--- src/rtl/ce_scheduler.sv ---
// Start-up sequencer and clock-enable scheduler on clk_sys: PLL-lock gated reset release, 16/8/4/1 MHz
// enables, fractional 7.16 MHz enable, CPU enable. Define CE_TURBO_EN to build the speed-select logic.
module ce_scheduler #(
  parameter int unsigned DIV16     = 6,
  parameter int unsigned LOCK_HOLD = 1024,
  parameter int unsigned ACC_W     = 24,
  parameter int unsigned PSG_INC   = 1251142
) (
  input  logic       clk_sys,
  input  logic       rst_n,
  input  logic       pll_locked,
  input  logic [1:0] speed_req,
  output logic       sys_rst_n,
  output logic       ce_16m,
  output logic       ce_8m,
  output logic       ce_4m,
  output logic       ce_1m,
  output logic       ce_7_16m,
  output logic       ce_cpu,
  output logic [1:0] speed_cur
);

  localparam int unsigned DW = (DIV16 > 1) ? $clog2(DIV16) : 1;
  localparam int unsigned HW = $clog2(LOCK_HOLD + 1);
  localparam logic [DW-1:0]  DIV_LAST = DW'(DIV16 - 1);
  localparam logic [HW-1:0]  HOLD_MAX = HW'(LOCK_HOLD);
  localparam logic [ACC_W:0] INC      = (ACC_W + 1)'(PSG_INC);

  logic          lk_meta;
  logic          lk_s;
  logic [HW-1:0] hold_cnt;
  logic [HW-1:0] hold_nxt;

  logic [DW-1:0]    div_cnt;
  logic [3:0]       ph;
  logic [ACC_W-1:0] acc;
  logic [ACC_W:0]   acc_sum;
  logic             tick;

  always_comb begin
    hold_nxt = (hold_cnt == HOLD_MAX) ? hold_cnt : hold_cnt + HW'(1);
  end

  // Release is decided from the next count value so sys_rst_n rises on the
  // same edge that hold_cnt reaches LOCK_HOLD.
  always_ff @(posedge clk_sys or negedge rst_n) begin
    if (!rst_n) begin
      lk_meta   <= 1'b0;
      lk_s      <= 1'b0;
      hold_cnt  <= '0;
      sys_rst_n <= 1'b0;
    end else begin
      lk_meta <= pll_locked;
      lk_s    <= lk_meta;
      if (!lk_s) begin
        hold_cnt  <= '0;
        sys_rst_n <= 1'b0;
      end else begin
        hold_cnt  <= hold_nxt;
        sys_rst_n <= (hold_nxt == HOLD_MAX);
      end
    end
  end

  always_comb begin
    tick    = (div_cnt == DIV_LAST);
    acc_sum = {1'b0, acc} + INC;
  end

  always_ff @(posedge clk_sys or negedge rst_n) begin
    if (!rst_n) begin
      div_cnt  <= '0;
      ph       <= '0;
      acc      <= '0;
      ce_16m   <= 1'b0;
      ce_8m    <= 1'b0;
      ce_4m    <= 1'b0;
      ce_1m    <= 1'b0;
      ce_7_16m <= 1'b0;
    end else if (!sys_rst_n) begin
      div_cnt  <= '0;
      ph       <= '0;
      acc      <= '0;
      ce_16m   <= 1'b0;
      ce_8m    <= 1'b0;
      ce_4m    <= 1'b0;
      ce_1m    <= 1'b0;
      ce_7_16m <= 1'b0;
    end else begin
      div_cnt  <= tick ? '0 : div_cnt + DW'(1);
      if (tick) ph <= ph + 4'd1;
      ce_16m   <= tick;
      ce_8m    <= tick & ~ph[0];
      ce_4m    <= tick & (ph[1:0] == 2'd0);
      ce_1m    <= tick & (ph == 4'd0);
      acc      <= acc_sum[ACC_W-1:0];
      ce_7_16m <= acc_sum[ACC_W];
    end
  end

`ifdef CE_TURBO_EN
  // Sampling only while ce_1m is high keeps a speed change on a 1 MHz slot boundary.
  always_ff @(posedge clk_sys or negedge rst_n) begin
    if (!rst_n) begin
      speed_cur <= 2'd0;
    end else if (ce_1m) begin
      speed_cur <= (speed_req == 2'd3) ? 2'd0 : speed_req;
    end
  end

  always_comb begin
    case (speed_cur)
      2'd1:    ce_cpu = ce_8m;
      2'd2:    ce_cpu = ce_16m;
      default: ce_cpu = ce_4m;
    endcase
  end
`else
  logic unused_speed_req;
  assign unused_speed_req = ^speed_req;
  assign speed_cur        = 2'd0;
  assign ce_cpu           = ce_4m;
`endif

endmodule

--- config.mk ---
export PLATFORM = sky130hd
export DESIGN_NAME = ce_scheduler
export DESIGN_NICKNAME = d
export VERILOG_FILES = /design/src/rtl/ce_scheduler.sv
export SDC_FILE = /design/constraint.sdc
export NUM_CORES = 1
export LEC_CHECK = 0
export ABC_AREA = 1
export BUFFER_PORTS_ARGS = -buffer_cell sky130_fd_sc_hd__clkbuf_2
export CAP_MARGIN = 20
export CORE_MARGIN = 8
export CORE_UTILIZATION = 55
export DETAILED_ROUTE_END_ITERATION = 10
export GPL_ROUTABILITY_DRIVEN = 0
export PLACE_DENSITY = 0.73
export SYNTH_ARGS = -nofsm -noshare
export SYNTH_HDL_FRONTEND = slang
export SYNTH_SLANG_ARGS = --single-unit
export TNS_END_PERCENT = 100
--- constraint.sdc ---
create_clock -name clk_sys -period 2.6 [get_ports clk_sys]
set_input_delay 0.26 -clock clk_sys [delete_from_list [all_inputs] [get_ports clk_sys]]
set_output_delay 0.26 -clock clk_sys [all_outputs]
set_load 0.005 [all_outputs]
* Word level (Yosys, flattened, before mapping)
Cells that the tools add are included.
Cells by class: bitwise logic cells 4, $add $sub $neg 4, mux-type cells 13, equality and inequality tests 4, reduce and logical (&&, ||, !) cells 2
Operators with widths (number):
- $add A24 B21 Y25 const B | 1
- $mux W24 | 1
- $eq A11 B11 Y1 const B | 2
- $mux W11 | 2
- $add A11 B1 Y11 const B | 1
- $mux W4 | 2
- $mux W1 | 6
- $mux W3 | 2
- $add A4 B1 Y4 const B | 1
- $logic_not A4 Y1 | 1
- $add A3 B1 Y3 const B | 1
- $and A1 B1 Y1 | 3
- $eq A3 B3 Y1 const B | 1
- $logic_not A2 Y1 | 1
- $ne A2 B1 Y1 const B | 1
- $not A1 Y1 | 1
Storage, ports and cells: bits of input ports 5, output and inout port bits 9, register bits 50, logic and storage cells 39

* Longest topological paths before layout
depth after elaboration 4, gate-level depth with buffers 11, gate-level depth less buffers 11

* Worst setup path before layout
Ideal clock, no wire load.
path kind reg-to-reg, from register acc[1], to register acc[17], clock period less this slack 1.351 ns, data arrival time 1.232 ns, setup slack 1.249 ns, stages on the path, launching flop included 9, library setup time 0.119 ns, data required time 2.481 ns, buffers on the path 0, cell sequence dfrtp_1 -> inv_1 -> ha_1 -> nor2_1 -> nand2_1 -> o21bai_2 -> nand3_1 -> a21oi_1 -> nor2_1
Between the ends: cells in the longest elaborated chain, start to end 2
RTL lines:
- start: declaration | RTL line 36 | logic [ACC_W-1:0] acc;
- start signal: assignment | RTL line 96 | acc <= acc_sum[ACC_W-1:0];
- $add A24 B21 Y25 | RTL line 67 | acc_sum = {1'b0, acc} + INC;
- $mux W24 | RTL line 80 | end else if (!sys_rst_n) begin
Every way passes these cells. A chain may end at the register's enable or synchronous reset.

* Worst setup path after layout
from register acc[1], to register acc[19]
Same word-level chain as after synthesis.

==> impl_metrics.env <==
export IMPL_powerDensity_nw_per_um2=454.3
export IMPL_synth_flop_cell="dfrtp_1"
export IMPL_avgSynthCellArea_um2=7.012
export IMPL_grt_pass1_vias=2279
export IMPL_critical_path_max_fanout=5
export IMPL_async_flop_share=1.000
export IMPL_hold_violations=0
export IMPL_synth_top_cell_area_share=0.4350
export IMPL_area_growth_pct=8.700
export IMPL_antennaDiodeCount=0
export IMPL_whs_ns=0.05933
export IMPL_cell_internal_pwr_uw=1077
export IMPL_cts_made_buffers=5
export IMPL_synth_seq_cells=49
export IMPL_die_h_um=87.59
export IMPL_period_share=0.6122
export IMPL_num_rows=26
export IMPL_core_region_area_um2=5042
export IMPL_routed_via_density=4.982
export IMPL_crit_type="flip-flop to flip-flop"
export IMPL_final_util=0.6077
export IMPL_post_drt_wl_per_cell_um=11.12
export IMPL_final_cell_mix="104 x nand2_1, 76 x nor2_1, 55 x inv_1, 49 x dfrtp_1, 26 x nand3_1"
export IMPL_slowest_delay_ns=0.38
export IMPL_dp_slack_ns=1.048
export IMPL_antenna_found_initial=0
export IMPL_port_buffers=9
export IMPL_p_sw_frac=0.2262
export IMPL_drtAntennaViolNets=0
export IMPL_setup_viol=0
export IMPL_synth_area_top_cells="dfrtp_1 43%, nand2_1 14%, nor2_1 10%, inv_1 7.3%, nand3_1 4.6%"
export IMPL_ctsResizeCount=0
export IMPL_crit_top_cell="nand2_1"
export IMPL_clkPwrFrac=0.411
export IMPL_critPathLaunchType="flip-flop"
export IMPL_layout_commonest_cell="nand2_1"
export IMPL_path_clk_slew_ns=0.10
export IMPL_crit_chain="inv_1 -> ha_1 -> nor2_1 -> nand2_1 -> nand2_2 -> nand2_1 -> nand2_1 -> nand2_1 -> nand3b_1 -> nand2_1 -> nor2_1"
export IMPL_slowest_stage="dfrtp_1"
export IMPL_final_max_slew_viol_count=0
export IMPL_grt_max_degree=26
export IMPL_status="finished clean"
export IMPL_yosysTopAreaCell="dfrtp_1"
export IMPL_skew_ns=0.009717
export IMPL_fmax_mhz=628.2
export IMPL_tns_ns=0
export IMPL_cts_tree="yes"
export IMPL_clk_latency_ns=0.30
export IMPL_switchingPower_uw=315.0
export IMPL_period_needed_ns=1.592
export IMPL_drive_above_1_share=0.1103
export IMPL_drtIter0Drc=94
export IMPL_yosysWarningCount=0
export IMPL_seqPwrFrac=0.555
export IMPL_ys_seq_area_frac=0.4350
export IMPL_dp_hpwl_um=4175
export IMPL_hold_path_class="primary input to flip-flop"
export IMPL_grt_pass1_wl_um=9335
export IMPL_synthesis_area_um2=2819
export IMPL_dieWidth_um=87.59
export IMPL_p_leak_uw=0.001526
export IMPL_dr_total_vias=2426
export IMPL_drt_pass1_iter_count=4
export IMPL_drc=0
export IMPL_end_kind="flip-flop"
export IMPL_worstPathRequired_ns=2.84
export IMPL_syn_inst=402
export IMPL_arrival_ns=1.83
export IMPL_pwr_share_comb=0.035
export IMPL_finalWirelength_um=5415
export IMPL_grt_use_total=0.1520
export IMPL_cts_path_max_buffers=2
export IMPL_grt_overflow=0
export IMPL_root_buffer="clkbuf_8"
export IMPL_nNetsFinal=426
export IMPL_ir_drop_mv=0.3335
export IMPL_setup_ws_ns=1.008
export IMPL_synth_edff_count=0
export IMPL_nFillCells=474
export IMPL_initial_core_util=0.5591
export IMPL_synth_cell_types=30
export IMPL_ctsHtreeMaxLevel=2
export IMPL_die_area_um2=7672
export IMPL_cts_sinks=49
export IMPL_io_pins=14
export IMPL_drv_cap=0
export IMPL_rsz0062_at_grt="false"
## synthesized netlist by cell type (2+ instances only)
library cell and instances:
nand2_1 104, nor2_1 76, inv_1 55, dfrtp_1 49, nand3_1 26, a21oi_1 21
o21ai_0 11, nor2_2 9, inv_2 8, ha_1 5, nand4_1 5, buf_4 4
nand2_2 4, xor2_1 4, o21ai_1 3, o21bai_1 3, clkbuf_1 2
## power groups by stage
stage	registers [uW]	clock network [uW]	logic [uW]
after floorplan	787	0	26.6
after global placement	787	0	47.6
after detailed placement	788	0	48.4
after CTS	773	584	49.9
after global routing	774	615	56.7
final	773	572	48.0
## metrics by stage
stage / cell area, um2 / power (uW) / std cells
final: 3064 / 1392 / 487
after global routing: 3064 / 1446 / 487
after CTS: 3064 / 1406 / 487
after detailed placement: 2935 / 836.1 / 478
after global placement: 2935 / 835.0 / 478
after floorplan: 2823 / 813.2 / 403
## sequential cells by signal, indices dropped and copies added (netlist names)
register	count
ce_4m	1
lk_meta	1
div_cnt	3
ph	4
ce_1m	1
hold_cnt	11
acc	23
ce_7_16m	1
sys_rst_n	1
lk_s	1
ce_16m	1
ce_8m	1
## cell families (layout without fill, tap and decap cells)
logic type,count (synthesis),count (layout),synth area share
and+or+nand+nor,230,230,0.3458
adders and majority gates,5,5,0.02219
DFF,49,49,0.4350
xor gates and xnor gates,5,5,0.01553
AOI/OAI and AO/OA,41,41,0.07989
other,1,2,0.001330
buffers and inverters,71,85,0.1003
## final cells by class
cell class / instances / area [um2] / area share
multi-input cells: 283 / 1314 / 0.4287
flip-flops and latches: 49 / 1226 / 0.4002
inverters: 64 / 240.2 / 0.07840
well taps: 70 / 87.58 / 0.02858
repair buffers: 13 / 77.57 / 0.02532
clock buffers: 5 / 68.82 / 0.02246
clock inverters: 3 / 50.05 / 0.01633
## per-layer routing
| metal | wire length, um | track usage |
|---|---|---|
| met1 | 2548 | 0.1788 |
| met2 | 2679 | 0.2631 |
| met3 | 117 | 0.03471 |
| met4 | 69 | 0.05625 |
| met5 | 0 | 0 |
## final timing paths
check                             startpoint  cells after the start               endpoint  slack (ns)
max                         acc[1]$_DFF_PN0_                     11      acc[19]$_DFF_PN0_        1.01
min                               pll_locked                      1      lk_meta$_DFF_PN0_        0.06
max reg2reg                 acc[1]$_DFF_PN0_                     11      acc[19]$_DFF_PN0_        1.01
min reg2reg                lk_meta$_DFF_PN0_                      0         lk_s$_DFF_PN0_        0.36
max in group asynchronous              rst_n                      3  hold_cnt[5]$_DFF_PN0_        1.62
min in group asynchronous              rst_n                      2       acc[8]$_DFF_PN0_        0.39
## critical path, delay by kind of cell (launching register included)
kind	cells	cell delay, ns
simple gates	9	0.90
flops	1	0.38
fa+ha+maj	1	0.21
buf+inv	1	0.05
## repair_timing
item	CTS	global route
endpoints found under the setup margin	0	0
hold endpoints to repair	14	0
hold buffers	1	0
setup buffers	0	0
Note: power is estimated with default switching activity, not from simulation.
